[config.mk]
export PLATFORM = sky130hd
export DESIGN_NAME = rhythm_judge_n_flat
export DESIGN_NICKNAME = d
export VERILOG_FILES = /design/src/rtl/rhythm_judge_n_if.sv /design/src/rtl/rhythm_judge_n.sv /design/src/flat_wrapper.sv
export SDC_FILE = /design/constraint.sdc
export NUM_CORES = 1
export LEC_CHECK = 0
export BUFFER_PORTS_ARGS = -buffer_cell sky130_fd_sc_hd__buf_2
export CORE_AREA = 2 2 164 150
export DETAILED_ROUTE_END_ITERATION = 8
export DIE_AREA = 0 0 166 152
export REMOVE_ABC_BUFFERS = 1
export SYNTH_ARGS = -nofsm -noshare
export SYNTH_HDL_FRONTEND = slang
export SYNTH_SLANG_ARGS = --single-unit
[constraint.sdc]
create_clock -name clk_50m -period 9 [get_ports clk_50m]
set_input_delay 0.45 -clock clk_50m [delete_from_list [all_inputs] [get_ports clk_50m]]
set_output_delay 0.45 -clock clk_50m [all_outputs]
set_load 0.02 [all_outputs]
[src/rtl/rhythm_judge_n_if.sv]
`timescale 1ns/1ps
`default_nettype none
// ============================================================================
// Module      : rhythm_judge_n_if
// Description : Control, key and judgement/score bundle of the rhythm judge.
//               slave = judge side, master = game-controller side.
// Revision    : 1.0 - initial release
// ============================================================================
interface rhythm_judge_n_if #(
  parameter int LANES   = 4,
  parameter int SCORE_W = 20,
  parameter int COMBO_W = 10
);
  logic               enable;
  logic               clear;
  logic               tick;
  logic               precision_en;
  logic [LANES-1:0]   key_in;
  logic [LANES-1:0]   note_arm;
  logic [SCORE_W-1:0] score;
  logic [COMBO_W-1:0] combo;
  logic [COMBO_W-1:0] max_combo;
  logic               judge_valid;
  logic [2:0]         judge_lane;
  logic [1:0]         judge_grade;
  logic [LANES-1:0]   judge_mask;

  modport slave (
    input  enable, clear, tick, precision_en, key_in, note_arm,
    output score, combo, max_combo, judge_valid, judge_lane, judge_grade, judge_mask
  );

  modport master (
    output enable, clear, tick, precision_en, key_in, note_arm,
    input  score, combo, max_combo, judge_valid, judge_lane, judge_grade, judge_mask
  );
endinterface
`default_nettype wire

[src/rtl/rhythm_judge_n.sv]
`timescale 1ns/1ps
`default_nettype none
// ============================================================================
// Module      : rhythm_judge_n
// Description : Multi-lane rhythm-game judge. Each lane tracks the age of its
//               pending note, grades key presses by distance from the judge
//               line and accumulates score / combo / best combo.
// Revision    : 1.0 - initial release
// ============================================================================
module rhythm_judge_n #(
  parameter int LANES     = 4,
  parameter int WIN_W     = 8,
  parameter int GOOD_WIN  = 60,
  parameter int GREAT_WIN = 30,
  parameter int PERF_WIN  = 10,
  parameter int SCORE_W   = 20,
  parameter int COMBO_W   = 10
) (
  input  wire logic       clk_50m,
  input  wire logic       rst_n,
  rhythm_judge_n_if.slave bus
);

  localparam logic [0:0]       c_ST_IDLE   = 1'b0;
  localparam logic [0:0]       c_ST_ARMED  = 1'b1;
  localparam logic [WIN_W-1:0] c_JUDGE_AGE = WIN_W'(GOOD_WIN);
  localparam logic [WIN_W-1:0] c_LAST_AGE  = WIN_W'(2 * GOOD_WIN - 1);
  localparam logic [WIN_W-1:0] c_PERF      = WIN_W'(PERF_WIN);
  localparam logic [WIN_W-1:0] c_GREAT     = WIN_W'(GREAT_WIN);
  localparam logic [1:0]       c_GR_MISS   = 2'd0;
  localparam logic [1:0]       c_GR_GOOD   = 2'd1;
  localparam logic [1:0]       c_GR_GREAT  = 2'd2;
  localparam logic [1:0]       c_GR_PERF   = 2'd3;
  // 8 lanes * 300 points * x4 fits comfortably in 16 bits
  localparam int               c_SUM_W     = 16;
  localparam int               c_ACC_W     = ((SCORE_W > c_SUM_W) ? SCORE_W : c_SUM_W) + 1;
  localparam logic [c_ACC_W-1:0] c_SCORE_MAX = c_ACC_W'({SCORE_W{1'b1}});
  localparam logic [COMBO_W:0]   c_COMBO_MAX = (COMBO_W + 1)'({COMBO_W{1'b1}});

  logic [0:0]         state_q [LANES];
  logic [0:0]         state_d [LANES];
  logic [WIN_W-1:0]   age_q   [LANES];
  logic [WIN_W-1:0]   age_d   [LANES];
  logic [LANES-1:0]   key_q;

  logic               w_run;
  logic [LANES-1:0]   w_edge;
  logic [LANES-1:0]   w_judged;
  logic [1:0]         w_grade [LANES];
  logic [WIN_W-1:0]   w_dist  [LANES];

  logic [COMBO_W-1:0] w_tens;
  logic [2:0]         w_mult;
  logic [c_SUM_W-1:0] w_add;
  logic [3:0]         w_hits;
  logic               w_any_miss;
  logic [2:0]         w_low_lane;
  logic [1:0]         w_low_grade;
  logic [c_ACC_W-1:0] w_score_sum;
  logic [COMBO_W:0]   w_combo_sum;
  logic [SCORE_W-1:0] score_d;
  logic [COMBO_W-1:0] combo_d;
  logic [COMBO_W-1:0] max_combo_d;

  logic [SCORE_W-1:0] score_q;
  logic [COMBO_W-1:0] combo_q;
  logic [COMBO_W-1:0] max_combo_q;
  logic               valid_q;
  logic [2:0]         lane_q;
  logic [1:0]         grade_q;
  logic [LANES-1:0]   mask_q;

  // clear overrides enable; a frozen or cleared game issues nothing
  assign w_run  = bus.enable & ~bus.clear;
  assign w_edge = bus.key_in & ~key_q;

  // Key level sampler: runs every cycle regardless of enable/clear
  always_ff @(posedge clk_50m) begin
    if (!rst_n) key_q <= '0;
    else        key_q <= bus.key_in;
  end

  // Lane FSM state and age registers
  always_ff @(posedge clk_50m) begin
    for (int i = 0; i < LANES; i++) begin
      if (!rst_n) begin
        state_q[i] <= c_ST_IDLE;
        age_q[i]   <= '0;
      end else begin
        state_q[i] <= state_d[i];
        age_q[i]   <= age_d[i];
      end
    end
  end

  // Lane FSM next state: arm, judge-and-return, re-arm, age on tick
  always_comb begin
    for (int i = 0; i < LANES; i++) begin
      state_d[i] = state_q[i];
      age_d[i]   = age_q[i];
      if (bus.clear) begin
        state_d[i] = c_ST_IDLE;
        age_d[i]   = '0;
      end else if (bus.enable) begin
        if (state_q[i] == c_ST_ARMED) begin
          if (bus.note_arm[i]) begin
            age_d[i] = '0;
          end else if (w_edge[i]) begin
            state_d[i] = c_ST_IDLE;
            age_d[i]   = '0;
          end else if (bus.tick) begin
            if (age_q[i] == c_LAST_AGE) begin
              state_d[i] = c_ST_IDLE;
              age_d[i]   = '0;
            end else begin
              age_d[i] = age_q[i] + WIN_W'(1);
            end
          end
        end else if (bus.note_arm[i]) begin
          state_d[i] = c_ST_ARMED;
          age_d[i]   = '0;
        end
      end
    end
  end

  // Lane FSM outputs: which lanes judge this cycle and with what grade.
  // Priority inside ARMED: re-arm miss, then key edge, then timeout.
  always_comb begin
    w_judged = '0;
    for (int i = 0; i < LANES; i++) begin
      w_grade[i] = c_GR_MISS;
      w_dist[i]  = (age_q[i] >= c_JUDGE_AGE) ? (age_q[i] - c_JUDGE_AGE)
                                             : (c_JUDGE_AGE - age_q[i]);
      if (w_run) begin
        if (state_q[i] == c_ST_ARMED) begin
          if (bus.note_arm[i]) begin
            w_judged[i] = 1'b1;
          end else if (w_edge[i]) begin
            w_judged[i] = 1'b1;
            if (!bus.precision_en || (w_dist[i] <= c_PERF)) w_grade[i] = c_GR_PERF;
            else if (w_dist[i] <= c_GREAT)                  w_grade[i] = c_GR_GREAT;
            else                                            w_grade[i] = c_GR_GOOD;
          end else if (bus.tick && (age_q[i] == c_LAST_AGE)) begin
            w_judged[i] = 1'b1;
          end
        end else if (!bus.note_arm[i] && w_edge[i] && bus.precision_en) begin
          w_judged[i] = 1'b1;
        end
      end
    end
  end

  // Score, combo and reporting-lane arithmetic for this cycle's judgements
  always_comb begin
    w_tens      = combo_q / COMBO_W'(10);
    w_mult      = (w_tens >= COMBO_W'(3)) ? 3'd4 : (3'(w_tens) + 3'd1);
    w_add       = '0;
    w_hits      = '0;
    w_any_miss  = 1'b0;
    w_low_lane  = '0;
    w_low_grade = c_GR_MISS;
    for (int i = LANES - 1; i >= 0; i--) begin
      if (w_judged[i]) begin
        w_low_lane  = 3'(i);
        w_low_grade = w_grade[i];
        if (w_grade[i] == c_GR_MISS) begin
          w_any_miss = 1'b1;
        end else begin
          w_hits = w_hits + 4'd1;
          // base points are simply grade * 100
          w_add  = w_add + c_SUM_W'(w_grade[i]) * c_SUM_W'(100) * c_SUM_W'(w_mult);
        end
      end
    end
    w_score_sum = c_ACC_W'(score_q) + c_ACC_W'(w_add);
    w_combo_sum = (COMBO_W + 1)'(combo_q) + (COMBO_W + 1)'(w_hits);
    score_d     = (w_score_sum > c_SCORE_MAX) ? '1 : w_score_sum[SCORE_W-1:0];
    if (w_any_miss)                      combo_d = COMBO_W'(w_hits);
    else if (w_combo_sum > c_COMBO_MAX)  combo_d = '1;
    else                                 combo_d = w_combo_sum[COMBO_W-1:0];
    max_combo_d = (combo_d > max_combo_q) ? combo_d : max_combo_q;
  end

  // Registered judgement strobe and score state; reset > clear > enable
  always_ff @(posedge clk_50m) begin
    if (!rst_n || bus.clear) begin
      score_q     <= '0;
      combo_q     <= '0;
      max_combo_q <= '0;
      valid_q     <= 1'b0;
      lane_q      <= '0;
      grade_q     <= c_GR_MISS;
      mask_q      <= '0;
    end else begin
      valid_q <= |w_judged;
      mask_q  <= w_judged;
      lane_q  <= w_low_lane;
      grade_q <= w_low_grade;
      if (|w_judged) begin
        score_q     <= score_d;
        combo_q     <= combo_d;
        max_combo_q <= max_combo_d;
      end
    end
  end

  assign bus.score       = score_q;
  assign bus.combo       = combo_q;
  assign bus.max_combo   = max_combo_q;
  assign bus.judge_valid = valid_q;
  assign bus.judge_lane  = lane_q;
  assign bus.judge_grade = grade_q;
  assign bus.judge_mask  = mask_q;

endmodule
`default_nettype wire

[src/flat_wrapper.sv]
// flat-port wrapper written by rule: the top's interface ports become plain ports
module rhythm_judge_n_flat 
#(
  parameter int LANES     = 4,
  parameter int WIN_W     = 8,
  parameter int GOOD_WIN  = 60,
  parameter int GREAT_WIN = 30,
  parameter int PERF_WIN  = 10,
  parameter int SCORE_W   = 20,
  parameter int COMBO_W   = 10
)
  (clk_50m, rst_n, bus_enable, bus_clear, bus_tick, bus_precision_en, bus_key_in, bus_note_arm, bus_score, bus_combo, bus_max_combo, bus_judge_valid, bus_judge_lane, bus_judge_grade, bus_judge_mask);
  rhythm_judge_n_if #(.LANES(LANES), .SCORE_W(SCORE_W), .COMBO_W(COMBO_W)) bus_i ();
  input  wire logic clk_50m;
  input  wire logic rst_n;
  input wire logic [$bits(bus_i.enable)-1:0] bus_enable;
  input wire logic [$bits(bus_i.clear)-1:0] bus_clear;
  input wire logic [$bits(bus_i.tick)-1:0] bus_tick;
  input wire logic [$bits(bus_i.precision_en)-1:0] bus_precision_en;
  input wire logic [$bits(bus_i.key_in)-1:0] bus_key_in;
  input wire logic [$bits(bus_i.note_arm)-1:0] bus_note_arm;
  output wire logic [$bits(bus_i.score)-1:0] bus_score;
  output wire logic [$bits(bus_i.combo)-1:0] bus_combo;
  output wire logic [$bits(bus_i.max_combo)-1:0] bus_max_combo;
  output wire logic [$bits(bus_i.judge_valid)-1:0] bus_judge_valid;
  output wire logic [$bits(bus_i.judge_lane)-1:0] bus_judge_lane;
  output wire logic [$bits(bus_i.judge_grade)-1:0] bus_judge_grade;
  output wire logic [$bits(bus_i.judge_mask)-1:0] bus_judge_mask;
  assign bus_i.enable = bus_enable;
  assign bus_i.clear = bus_clear;
  assign bus_i.tick = bus_tick;
  assign bus_i.precision_en = bus_precision_en;
  assign bus_i.key_in = bus_key_in;
  assign bus_i.note_arm = bus_note_arm;
  assign bus_score = bus_i.score;
  assign bus_combo = bus_i.combo;
  assign bus_max_combo = bus_i.max_combo;
  assign bus_judge_valid = bus_i.judge_valid;
  assign bus_judge_lane = bus_i.judge_lane;
  assign bus_judge_grade = bus_i.judge_grade;
  assign bus_judge_mask = bus_i.judge_mask;
  rhythm_judge_n #(.LANES(LANES), .WIN_W(WIN_W), .GOOD_WIN(GOOD_WIN), .GREAT_WIN(GREAT_WIN), .PERF_WIN(PERF_WIN), .SCORE_W(SCORE_W), .COMBO_W(COMBO_W)) u_core (.clk_50m(clk_50m), .rst_n(rst_n), .bus(bus_i));
endmodule
==> results by stage, run 1 <==
Route:
- The first-pass detailed-route iteration total is 5.
- Dividing the detail-routed via count by the number of cells gives 5.44.
- The detailed router finished its first iteration with 549 violations.
- The detailed-route DRC error count is 0.
- The detailed-route via count is 10100.
- The routed wire length per instance is around 15 um.
- In this run the remaining antenna-violating nets after routing total 0.
- The final routed wirelength across all metal layers is 27700 um.

STA:
- The total count of max-transition violations in the final report is 0.
- The share of the cycle needed by the critical path after routing is 102%.
- Based on the critical path, the design can be clocked at up to 0.109 GHz.
- The setup-violating endpoint count in the final report is 19.
- The summed negative setup slack over all endpoints is -2030 ps.
- The post-layout worst setup margin is -160 ps.
- Setup repair after global routing could not meet its margin everywhere.
- For the pin with the worst max-slew slack, the measured transition is 715 ps.
- The total count of hold-check failures in the final report came to 0.
- Subtracting the final worst setup slack from the clock period gives ~9200 ps.
- The final clock skew is 17.6 ps.
- Measured against its own limit, the worst slew margin works out to 52.3%.

CTS:
- Counting the buffers created by CTS gives 9.
- TritonCTS built the clock tree.
- In this run the clock root is driven by a sky130_fd_sc_hd__clkbuf_16.
- The clock transition time at the flip-flop clock pins of the worst setup and hold paths is approximately 80 ps.
- No sink is reached through more buffers than the 2 on the longest clock path.
- The clock latency reported for the late side of the worst-skew pair is between 300 and 400 ps.
- The number of H-tree levels is 3.
- The clock sink count is 88.
- The number of buffers inserted by hold repair at cts is 0.

Global routing:
- The maximum number of pins on one net before global-route repair is 39.
- For this run the aggregate overflow at the end of global routing stands at 0.
- The initial antenna violation count is 0.
- The first-pass GRT wire length is 46700 um.
- The all-layer global routing usage is 21.7%.
- The number of global-route vias before repair came to roughly 9700.

Die:
- The area of the core is about 24000 um^2.
- The floorplan has 54 rows.
- The floorplan die area is between 20000 and 30000 um^2.
- The die is 152 um tall.
- In this run the count of I/O pins placed on the die edge is 64.
- The initial utilization of the core area, before any placement, comes to 43.8%.
- The floorplan step set the die width to 166 um.

Layout:
- The antenna diode instance count is 0.
- The final layout contains 1712 nets.
- The proportion of layout cells with a drive suffix above 1 is 25.0%.
- For this run, the share of the core covered by cells in the final layout is 54.7%.
- From synthesis to final layout, the design area changed by 25.1%.
- The finished cells cover between 10000 and 15000 um^2.

Synthesis:
- The average size of a mapped cell is 7.65 um^2.
- Yosys attributes the largest share of cell area to sky130_fd_sc_hd__ha_1 17%, sky130_fd_sc_hd__dfxtp_1 17%, sky130_fd_sc_hd__xnor2_1 5.9%.
- In this run the biggest area consumer among cell types represents 17.0% of the synthesized area.
- The number of enable flip-flop cells after synthesis is 1.
- The total standard cell area after synthesis is 10400 um^2.
- Yosys printed 0 warnings.
- The top flip-flop cell by instance count after synthesis is sky130_fd_sc_hd__dfxtp_1.
- The commonest cells after synthesis are 147 x sky130_fd_sc_hd__nor2_1, 141 x sky130_fd_sc_hd__ha_1, 109 x sky130_fd_sc_hd__a21oi_1, 103 x sky130_fd_sc_hd__inv_1, 92 x sky130_fd_sc_hd__nand2_1.
- After synthesis the netlist holds a flip-flop and latch count of 88.
- The cell count after synthesis came out at 1356.
- The async set-reset flop share out of synthesis is 0%.
- For this run, the register share of the synthesized area comes to 17.1%.
- In the post-synthesis netlist, the cell with the most instances is sky130_fd_sc_hd__nor2_1.
- Summed over all instances, the cell type with the most area after synthesis is sky130_fd_sc_hd__ha_1.
- Synthesis instantiated 87 different standard cells from the library.

Critical path:
- Counting cells, the worst reg-to-reg path comes to 45.
- Data arrives at the worst endpoint at 9420 ps.
- The master of the slowest instance on the critical path is sky130_fd_sc_hd__or4_4.
- By startpoint and endpoint, the worst setup path is classified as flop to flop.
- For the worst setup path, the data required time is slightly above 9000 ps.
- The maximum fanout along the worst path is 6.
- The element type at the critical path start is a flop.
- The largest single stage delay on the critical path is 530 ps.
- The kind of capture point of the worst setup path is a flop.

Worst hold path:
- The min-delay analysis places its worst path in the category primary input to flop.
- The number of cells traversed by the worst hold path is 2.

Flow run:
- The number of maximum-capacitance constraint violations is 0.

Placement:
- Detailed placement ended at an HPWL of approximately 21000 um.
- The placed instances occupy a cell area of about 12000 um^2.
- Routability-driven placement finished with a final weighted congestion of 0.902.
- At the placement stage, the worst setup path has a slack of -589 ps.
- The count of buffers added on input and output ports is 62.

Pwr:
- VDD sags by at most around 65 uV.
- The leakage power of the design is 6.04 nW.
- Power spread over the standard cell area amounts to 65.2 nW/um^2.
- The total power of the final layout is 846 uW.

Outcome:
- The run finished, with violations left.
- The checks that failed: negative setup slack.
flip-flops by register name (all words and copies together), names as in the netlist, 2 cells and up:
| name | cells |
|---|---|
| u_core.age_q | 32 |
| u_core.bus.score | 19 |
| u_core.bus.combo | 10 |
| u_core.bus.max_combo | 10 |
| u_core.bus.judge_mask | 4 |
| u_core.key_q | 4 |
| u_core.state_q | 4 |
| u_core.bus.judge_grade | 2 |
| u_core.bus.judge_lane | 2 |
layout by cell type, fill, tap and decap left out, drive strengths merged, types with 4 or more instances in the layout:
cell     count
dfxtp       87
a21o        30
a31o         4
o2111ai      6
xnor2       70
buf        237
nor4        10
o21a        16
and3        15
nand3b       8
nand2       92
a21oi      110
a211oi       9
a2111oi      4
nor2       147
nand3       25
and4         7
and2        34
fa          17
inv        107
xor2        28
clkbuf      10
or2          4
nand4       13
nor2b       27
ha         141
nand2b      18
nor3        22
o21bai      19
o21ai       81
or3          5
mux2        17
a311oi       7
o31ai        5
a31oi       30
mux2i       21
nor3b        4
o211ai       6
routing by layer:
metal	vias to the layer above	global-route usage, %	wire length (um)
met5	-	0	0
met4	0	5.96	533
met3	31	2.40	773
met2	147	35.2	12500
met1	4760	30.7	14000
li1	5149	-	-
timing repair:
| item | in CTS | in global routing |
|---|---|---|
| setup endpoints to repair | 19 | 29 |
| setup buffers | 13 | 4 |
| pin swaps | 29 | 47 |
| endpoints found under the hold margin | 0 | 0 |
| resized for setup | 66 | 62 |
per-stage QoR:
stage / hold WS [ps] / std cells
after floorplan: 469 / 1292
after global placement: 465 / 1820
after detailed placement: 490 / 1820
after CTS: 286 / 1849
after global routing: 308 / 1853
final: 296 / 1853
layout make-up:
type / instances / area, um^2
clock inverter: 6 / 51.3
tap: 308 / 385
timing repair buffer: 237 / 1660
inverter: 104 / 390
clock buffer: 10 / 229
fill: 2211 / 10700
multi-input combinational: 1100 / 8490
sequential: 88 / 1780
power breakdown:
group	switching (mW)	internal, mW	leakage, nW
Clock	0.180	0.193	0.140
Combinational	0.0500	0.0247	5.18
Sequential	0.00431	0.394	0.718
Total	0.235	0.612	6.04
kinds of logic (layout without fill, tap and decap cells):
logic type / count (synthesis) / after routing / share of synthesized area [%]
adders and majority gates: 159 / 159 / 20.4
and+or+nand+nor: 445 / 445 / 21.5
other: 1 / 1 / 0.0361
buffers and inverters: 168 / 357 / 6.48
xor gates and xnor gates: 99 / 99 / 8.49
DFF: 88 / 88 / 17.1
muxes: 38 / 38 / 3.87
AOI/OAI and AO/OA: 358 / 358 / 22.2
worst max-delay path, delay by kind of cell (launching register included):
family / cells / cell delay (ps)
AO/OA/AOI/OAI: 16 / 2840
XOR/XNOR: 4 / 660
adder cells (fa/ha/maj): 8 / 2180
buffers and inverters: 4 / 350
flip-flops: 1 / 360
multiplexers: 1 / 280
AND/OR/NAND/NOR: 12 / 2370
path summary, 6_finish.rpt:
| path | from | to | slack (ps) |
|---|---|---|---|
| hold / removal | bus_key_in[0] | u_core.key_q[0] | 300 |
| setup reg to reg | u_core.bus.combo[7] | u_core.bus.score[18] | -160 |
| setup / recovery | u_core.bus.combo[7] | u_core.bus.score[18] | -160 |
| hold reg to reg | u_core.bus.combo[1] | u_core.bus.combo[1] | 500 |
Power figures use the tool's default switching activity.
==> run 2: changes to the inputs <==
Settings changed: CELL_PAD_IN_SITES_DETAIL_PLACEMENT from default to 0, CELL_PAD_IN_SITES_GLOBAL_PLACEMENT from default to 2, CORE_AREA 2 2 164 150 to 2 2 188 171, DIE_AREA 0 0 166 152 to 0 0 190 173, PLACE_DENSITY_LB_ADDON from default to 0.1.
==> run 2 against run 1 <==
The flow still finishes with violations (negative setup slack). Clock power increased by 7.8%. Clock skew down 11 ps. Power rose by 3.6%. Sequential power about the same. Core utilization shrank 11 points. Worst hold slack got worse by 8.6 ps. Worst setup slack better by 77 ps. Flip-flop and latch count is the same. Non-clock buffer count grew 28. Sequential share of layout area fell by 0.47 points. Via count is 0.54% lower. Largest power group is now clock.
==> results by stage, run 2 (synthesis results as in run 1) <==
STA:
- The highest clock rate is 0.110 GHz (+0.84%).
- The total count of hold-check failures in the final report is 0 (unchanged).
- The worst hold-check slack is 288 ps (-8.61 ps).
- The final critical delay including setup and external delays was 9080 ps (-76.6 ps).
- The final clock skew came to 6.76 ps (-10.9 ps).
- The transition time of the tightest slew-check pin is 990 ps (+275 ps).
- Setup repair after global routing could not meet its margin everywhere.
- The total count of max-transition violations in the final report came to 0 (unchanged).
- The share of the cycle needed by the critical path after routing is 101% (-0.85 points).
- The setup-violating endpoint count in the final report is 19 (unchanged).
- The post-layout worst setup margin is -83.3 ps (+76.6 ps).
- The summed negative setup slack over all endpoints is -710 ps (+1320 ps).
- The relative slew slack is 33.7% (-19 points).

Placement:
- The total half-perimeter wirelength after legalization and detailed placement came to 23900 um (+12%).
- The last weighted congestion value of the routability-driven placer was 0.807 (-11%).
- The instance area after placement is 12300 um^2 (+2.4%).
- The count of buffers from port buffering is 62 (unchanged).
- The pre-CTS setup slack was -450 ps (+139 ps).
- The cell count after placement is 1941 (+6.6%).

Pwr:
- The total power of the final layout is 877 uW (+3.6%).
- The power per cell area is 65.1 nW/um^2 (-0.11%).
- The leakage power of the design is 6.21 nW (+2.9%).
- The peak supply drop is 88.5 uV (+36%).

Critical path:
- The number of buffer and inverter instances along the worst setup path is 3 (-1).
- STA classifies the critical path endpoint as a flop.
- The peak per-stage delay on the critical path came to 510 ps (-20 ps).
- The number of cell instances on the worst register-to-register path is 46 (+2.2%).
- The maximum fanout along the worst path came to 5 (-1).
- The minimum setup slack among reg-to-reg paths was -80 ps (+80 ps).
- The required time of the critical path is 9290 ps (+30 ps).
- The endpoint of the worst register-to-register path is u_core.bus.score[19].
- The beginning of the worst register-to-register path is u_core.bus.combo[7].
- On the critical path, the stage with the largest delay is an instance of sky130_fd_sc_hd__or4_4.
- The setup path with the least slack is of type flop to flop.
- STA classifies the critical path startpoint as a flop.
- The endpoint arrival time on the critical path came to 9380 ps (-40 ps).
- Broken down by cell family, the worst path's largest delay share belongs to simple AND/OR/NAND/NOR gates.

Route:
- The per-cell via count in the routed design is 5.06 (-7.0%).
- The final routed wirelength across all metal layers is 30800 um (+11%).
- The detailed-route via count came to 10000 (-0.54%).
- The first-pass detailed-route iteration total is 4 (-1).
- The number of antenna-violating nets in the routed design is 0 (unchanged).
- The detailed-route DRC error count was 0 (unchanged).
- The routed wire length per instance was 15.5 um (+3.9%).
- The DRC violation total after the first TritonRoute iteration is 589 (+7.3%).

Layout:
- The non-filler instance count after layout is 1982 (+7.0%).
- The post-route cell area came to 13500 um^2 (+3.7%).
- Leaving out fill and tap cells, the most frequent cells in the layout are 193 x sky130_fd_sc_hd__buf_4, 136 x sky130_fd_sc_hd__nor2_1, 118 x sky130_fd_sc_hd__ha_1.
- The number of nets in the layout came to 1740 (+1.6%).
- The number of flip-flops under the largest register name is 32 (unchanged).
- The library cell used most frequently in the layout, excluding fill and tap cells, is sky130_fd_sc_hd__buf_4.
- The synthesis-to-finish area growth is 29.8%.
- The count of fill cells added during filler insertion is 3154 (+43%).
- The post-layout utilization of the core came to 43.8% (-11 points).
- Ranked by flip-flop count, first place goes to u_core.age_q.
- The proportion of layout cells with a drive suffix above 1 is 27.0% (+2.0 points).
- The antenna diode instance count came to 0 (unchanged).

Worst hold path:
- The number of cells traversed by the worst hold path is 2 (unchanged).
- The min-delay analysis places its worst path in the category primary input to flop.
- The hold-critical path endpoint is u_core.key_q[1].
- The startpoint identified for the worst hold timing path is bus_key_in[1].

CTS:
- The clock sink count is 88 (unchanged).
- The clock transition time at the flip-flop clock pins of the worst setup and hold paths came to 70 ps (about the same).
- The clock latency reported for the late side of the worst-skew pair is 370 ps (about the same).
- The number of buffers added by the clock tree synthesis step is 9 (unchanged).
- The maximum number of buffers from clock root to sink is 2 (unchanged).
- The number of H-tree levels came to 3 (unchanged).
- Clock tree synthesis selected as its root buffer the cell sky130_fd_sc_hd__clkbuf_16.
- The CTS tree is built.

Die:
- The floorplan die area is 32900 um^2 (+30%).
- The cell row count is 61 (+13%).
- The number of top-level pins is 64 (unchanged).
- The area of the core was 30800 um^2 (+30%).
- The horizontal die dimension is 190 um (+14%).
- The die boundary height is 173 um (+14%).
- The initial cell density of the core is 33.7% (-10 points).

Global routing:
- The first-pass GRT wire length came to 51300 um (+10%).
- The number of global-route vias before repair was 9844 (+1.9%).
- The maximum number of pins on one net before global-route repair came to 39 (unchanged).
- The all-layer global routing usage is 19.3% (-2.5 points).
- The initial antenna violation count came to 0 (unchanged).
- The residual overflow from global routing is 0 (unchanged).

Outcome:
- The flow ran to the end, but the final reports show violations.
- The final reports fail on negative setup slack.

Flow run:
- The number of maximum-capacitance constraint violations is 0 (unchanged).
## run 2: power by group
group	leakage, nW	internal, mW	switching [mW]
registers	0.718	0.394	0.00440
logic	5.34	0.0251	0.0509
clock network	0.156	0.230	0.172
## run 2: per-layer routing
metal  vias up  wire length (um)  GRT usage, %
met5         -                 0             0
met4         0               415          5.04
met3        20               708          2.62
met2        90             13500          30.3
met1      4709             16200          27.6
li1       5214                 -             -
## run 2: worst max-delay path by stage
stage / cells past startpoint / start / to
floorplan: 43 / u_core.bus.combo[4] / u_core.bus.score[15]
global placement: 45 / u_core.bus.combo[6] / u_core.bus.score[4]
detailed placement: 45 / u_core.bus.combo[6] / u_core.bus.score[14]
CTS: 48 / u_core.bus.combo[7] / u_core.bus.score[14]
global route: 48 / u_core.bus.combo[7] / u_core.bus.score[18]
finish: 46 / u_core.bus.combo[7] / u_core.bus.score[19]
## run 2: what timing repair did
item | in CTS | in global routing
pin swaps | 58 | 56
setup buffers | 17 | 9
hold buffers | 0 | 0
endpoints found under the setup margin | 19 | 26
resized for setup | 106 | 41
hold endpoints to repair | 0 | 0
## run 2: area by class of cell
| cell class | count | area (um^2) | area share (%) |
|---|---|---|---|
| well taps | 409 | 512 | 3.80 |
| multi-input cells | 1100 | 8580 | 63.7 |
| clock inverters | 5 | 53.8 | 0.400 |
| repair buffers | 265 | 1890 | 14.0 |
| flip-flops and latches | 88 | 1790 | 13.3 |
| inverters | 104 | 390 | 2.90 |
| clock buffers | 11 | 253 | 1.88 |
==> run 3: changes to the inputs <==
Settings changed: ABC_AREA from default to 1, CORE_AREA 2 2 188 171 to 2 2 190 173, DIE_AREA 0 0 190 173 to 0 0 192 175.
==> run 3 against run 2 <==
The run now ends clean. Final cell count rose by 6.6%. Power up 41%. Register-to-register slack improved by 340 ps. Cell area is 3.8% lower. Clock-buffer cell count grew 2. Global-route usage decreased by 1.4 points. Critical path depth increased by 20. Core utilization is 2.8 points lower. Critical endpoint unchanged. Highest routed layer unchanged.
==> results by stage, run 3 <==
Route:
- The DRC violation total after the first TritonRoute iteration is 331 (-44%).
- The per-cell via count in the routed design was 4.77 (-5.8%).
- The detailed-route via count is 10100 (+0.39%).
- The first-pass detailed-route iteration total is 4 (unchanged).
- The detailed-route DRC error count was 0 (unchanged).
- The routed wire length per instance is 13.9 um (-11%).
- The final routed wirelength across all metal layers is 29400 um (-4.7%).
- The number of antenna-violating nets in the routed design is 0 (unchanged).

STA:
- The total count of max-transition violations in the final report is 0 (unchanged).
- The summed negative setup slack over all endpoints was 0 ps (+710 ps).
- The relative slew slack is 43.7% (+10 points).
- The final clock skew is 16.3 ps (+9.54 ps).
- The setup-violating endpoint count in the final report came to 0 (-19).
- The total count of hold-check failures in the final report is 0 (unchanged).
- The post-layout worst setup margin was 258 ps (+342 ps).
- The share of the cycle needed by the critical path after routing is 97.1% (-3.8 points).
- The final critical delay including setup and external delays is 8740 ps (-342 ps).
- The transition time of the tightest slew-check pin is 835 ps (-155 ps).
- The worst hold-check slack is 275 ps (-12.9 ps).
- The highest clock rate is 0.114 GHz (+3.9%).
- Setup repair after global routing could not meet its margin everywhere.

Critical path:
- The worst setup path category is flop to flop.
- The minimum setup slack among reg-to-reg paths is 260 ps (+340 ps).
- The most used cell along the critical path is sky130_fd_sc_hd__inv_2.
- The maximum fanout along the worst path is 5 (unchanged).
- The endpoint of the worst setup timing path is u_core.bus.score[19].
- The top cell family by delay on the critical path is compound AO/OA/AOI/OAI gates.
- The number of buffer and inverter instances along the worst setup path was 17 (+14).
- The timing startpoint of the critical path is u_core.bus.combo[7].
- The peak per-stage delay on the critical path was 530 ps (+20 ps).
- The element type at the critical path start is a flop.
- The number of cell instances on the worst register-to-register path is 66 (+43%).
- The endpoint arrival time on the critical path is 9000 ps (-380 ps).
- For this design, the slowest cell found on the critical path is sky130_fd_sc_hd__fa_2.
- The required time of the critical path is 9260 ps (-30 ps).
- The beginning of the worst register-to-register path is u_core.bus.combo[7].
- The kind of capture point of the worst setup path is a flop.
- The logic depth of the worst path, buffers included came to 66 (+43%).
- The endpoint of the worst register-to-register path is u_core.bus.score[19].

Synthesis:
- The average size of a mapped cell is 6.68 um^2 (-13%).
- The synthesized instance count is 1495 (+10%).
- By area the synthesized netlist is led by sky130_fd_sc_hd__ha_1 18%, sky130_fd_sc_hd__dfxtp_1 17%, sky130_fd_sc_hd__inv_1 9.8%.
- The most frequently used cell type in the post-synthesis netlist is sky130_fd_sc_hd__inv_1.
- The unique cell type count in the Yosys netlist is 54 (-38%).
- The number of enable flip-flop cells after synthesis was 1 (unchanged).
- Counting instances in the post-synthesis netlist gives the leading cell types as 262 x sky130_fd_sc_hd__inv_1, 247 x sky130_fd_sc_hd__nand2_1, 141 x sky130_fd_sc_hd__ha_1, 138 x sky130_fd_sc_hd__nor2_1, 111 x sky130_fd_sc_hd__o21ai_0.
- The async set-reset flop share out of synthesis is 0% (unchanged).
- The post-synthesis register bit count was 88 (unchanged).
- The portion of the post-synthesis area used by sequential elements is 17.7% (+0.67 points).
- The fraction of post-synthesis cell area in the top cell type by area is 17.7% (+0.66 points).
- The top flip-flop cell by instance count after synthesis is sky130_fd_sc_hd__dfxtp_1.
- The number of warnings reported in the yosys synthesis log came to 0 (unchanged).
- The synthesized design spends more area on one cell type than any other, namely sky130_fd_sc_hd__ha_1.
- The total standard cell area after synthesis is 9990 um^2 (-3.8%).

Global routing:
- The first-pass GRT wire length was 48300 um (-5.9%).
- The number of global-route vias before repair is 9828 (-0.16%).
- The all-layer global routing usage is 17.9% (-1.4 points).
- The initial antenna violation count was 0 (unchanged).
- The maximum number of pins on one net before global-route repair is 41 (+5.1%).
- The residual overflow from global routing is 0 (unchanged).

Die:
- The number of top-level pins is 64 (unchanged).
- The area of the core is 31700 um^2 (+2.9%).
- The horizontal die dimension was 192 um (+1.1%).
- The die boundary height is 175 um (+1.2%).
- The initial cell density of the core is 31.6% (-2.2 points).
- The floorplan die area is 33600 um^2 (+2.2%).
- The cell row count is 62 (+1.6%).

Layout:
- The synthesis-to-finish area growth is 29.8% (about the same).
- The antenna diode instance count is 0 (unchanged).
- The register bank with the most flops is u_core.age_q.
- The count of fill cells added during filler insertion is 3439 (+9.0%).
- The number of flip-flops under the largest register name is 32 (unchanged).
- The proportion of layout cells with a drive suffix above 1 was 24.5% (-2.5 points).
- The top cell types in the final layout, fill and taps aside, are 240 x sky130_fd_sc_hd__inv_1, 230 x sky130_fd_sc_hd__nand2_1, 142 x sky130_fd_sc_hd__buf_4.
- The post-route cell area came to 13000 um^2 (-3.8%).
- The number of nets in the layout came to 1863 (+7.1%).
- Leaving out fill and tap cells, the most frequent cell in the layout is sky130_fd_sc_hd__inv_1.

CTS:
- The number of buffers added by the clock tree synthesis step was 9 (unchanged).
- The maximum number of buffers from clock root to sink came to 2 (unchanged).
- The number of H-tree levels was 3 (unchanged).
- TritonCTS built the clock tree.
- The clock transition time at the flip-flop clock pins of the worst setup and hold paths is 70 ps (about the same).
- The clock sink count is 88 (unchanged).
- The cell at the root of the clock tree is sky130_fd_sc_hd__clkbuf_16.
- The clock latency reported for the late side of the worst-skew pair is 380 ps (about the same).

Pwr:
- The power per cell area is 95.1 nW/um^2 (+46%).
- The total power of the final layout came to 1.23 mW (+41%).
- The total net switching power came to 433 uW (+90%).
- The peak supply drop is 127 uV (+43%).
- The cell-internal power is 799 uW (+23%).
- The switching power as a share of total power came to 35.2% (+9.2 points).
- The part of the power in the clock network came to 34.3% (-12 points).
- The leakage power of the design is 6.40 nW (+3.0%).
- The sequential share of power is 33.2% (-12 points).
- The share of total power in combinational logic is 32.5% (+24 points).

Placement:
- The instance area after placement is 11600 um^2 (-5.6%).
- The pre-CTS setup slack came to -463 ps (-13.7 ps).
- The count of buffers from port buffering is 62 (unchanged).
- The total half-perimeter wirelength after legalization and detailed placement is 23400 um (-2.0%).
- The last weighted congestion value of the routability-driven placer is 0.799 (-0.94%).

Worst hold path:
- The min-delay analysis places its worst path in the category primary input to flop.

Flow run:
- The number of maximum-capacitance constraint violations is 0 (unchanged).

Outcome:
- The run finished with clean final reports.
==> run 3: layout make-up <==
cell class	count	area, um^2	share of cell area (%)
clock buffer	13	240	1.85
inverter	276	1040	8.05
sequential	88	1780	13.7
timing repair buffer	211	1460	11.3
tap	416	520	4.02
multi-input combinational	1105	7840	60.5
clock inverter	3	67.6	0.521
==> run 3: what timing repair did <==
action	in CTS	in global routing
setup buffers	14	16
resized for setup	29	183
hold endpoints to repair	0	0
gates cloned	1	0
pin swaps	9	90
setup endpoints to repair	19	29
hold buffers	0	0
==> run 3: worst reg2reg max path, delay by kind of cell, from the launching register on <==
family | cells | cell delay, ps
xor+xnor | 2 | 300
buf+inv | 17 | 1300
compound gates | 14 | 2420
simple gates | 25 | 2150
fa+ha+maj | 8 | 2120
flops | 1 | 360
==> run 3: per-stage QoR <==
stage | instances | util, %
after floorplan | 1468 | -
after global placement | 2065 | 36.7
after detailed placement | 2065 | 36.7
after CTS | 2096 | 38.3
after global routing | 2112 | 40.9
final | 2112 | 40.9
==> run 3: worst min-delay path by stage <==
stage	start	endpoint	slack (ps)	cells after the start
after floorplan	u_core.state_q[0]	u_core.state_q[0]	460	2
after global placement	u_core.bus.score[0]	u_core.bus.score[0]	450	2
after detailed placement	u_core.bus.score[0]	u_core.bus.score[0]	460	2
after CTS	bus_key_in[1]	u_core.key_q[1]	260	3
after global routing	bus_key_in[1]	u_core.key_q[1]	270	3
final	bus_key_in[1]	u_core.key_q[1]	270	3
==> run 3: power groups by stage <==
stage	logic [mW]	clock network [mW]	registers, mW
after floorplan	0.170	0	0.427
after global placement	0.319	0	0.418
after detailed placement	0.318	0	0.419
after CTS	0.353	0.441	0.409
after global routing	0.441	0.452	0.411
final	0.400	0.423	0.410
==> run 3: layer usage <==
metal	wire (um)	vias up	global-route usage (%)
met1	14500	4625	23.8
li1	-	5331	-
met3	773	19	2.93
met5	0	-	0
met2	13600	97	30.0
met4	437	0	4.42
==> run 3: kinds of logic after synthesis <==
kind of cell    count (synthesis)  synth area share [%]
flops                          88                  17.7
buf+inv                       303                  11.6
other cells                     1                0.0376
simple gates                  544                  24.2
compound gates                323                  18.6
xor+xnor                       78                  6.84
fa+ha+maj                     158                  21.1
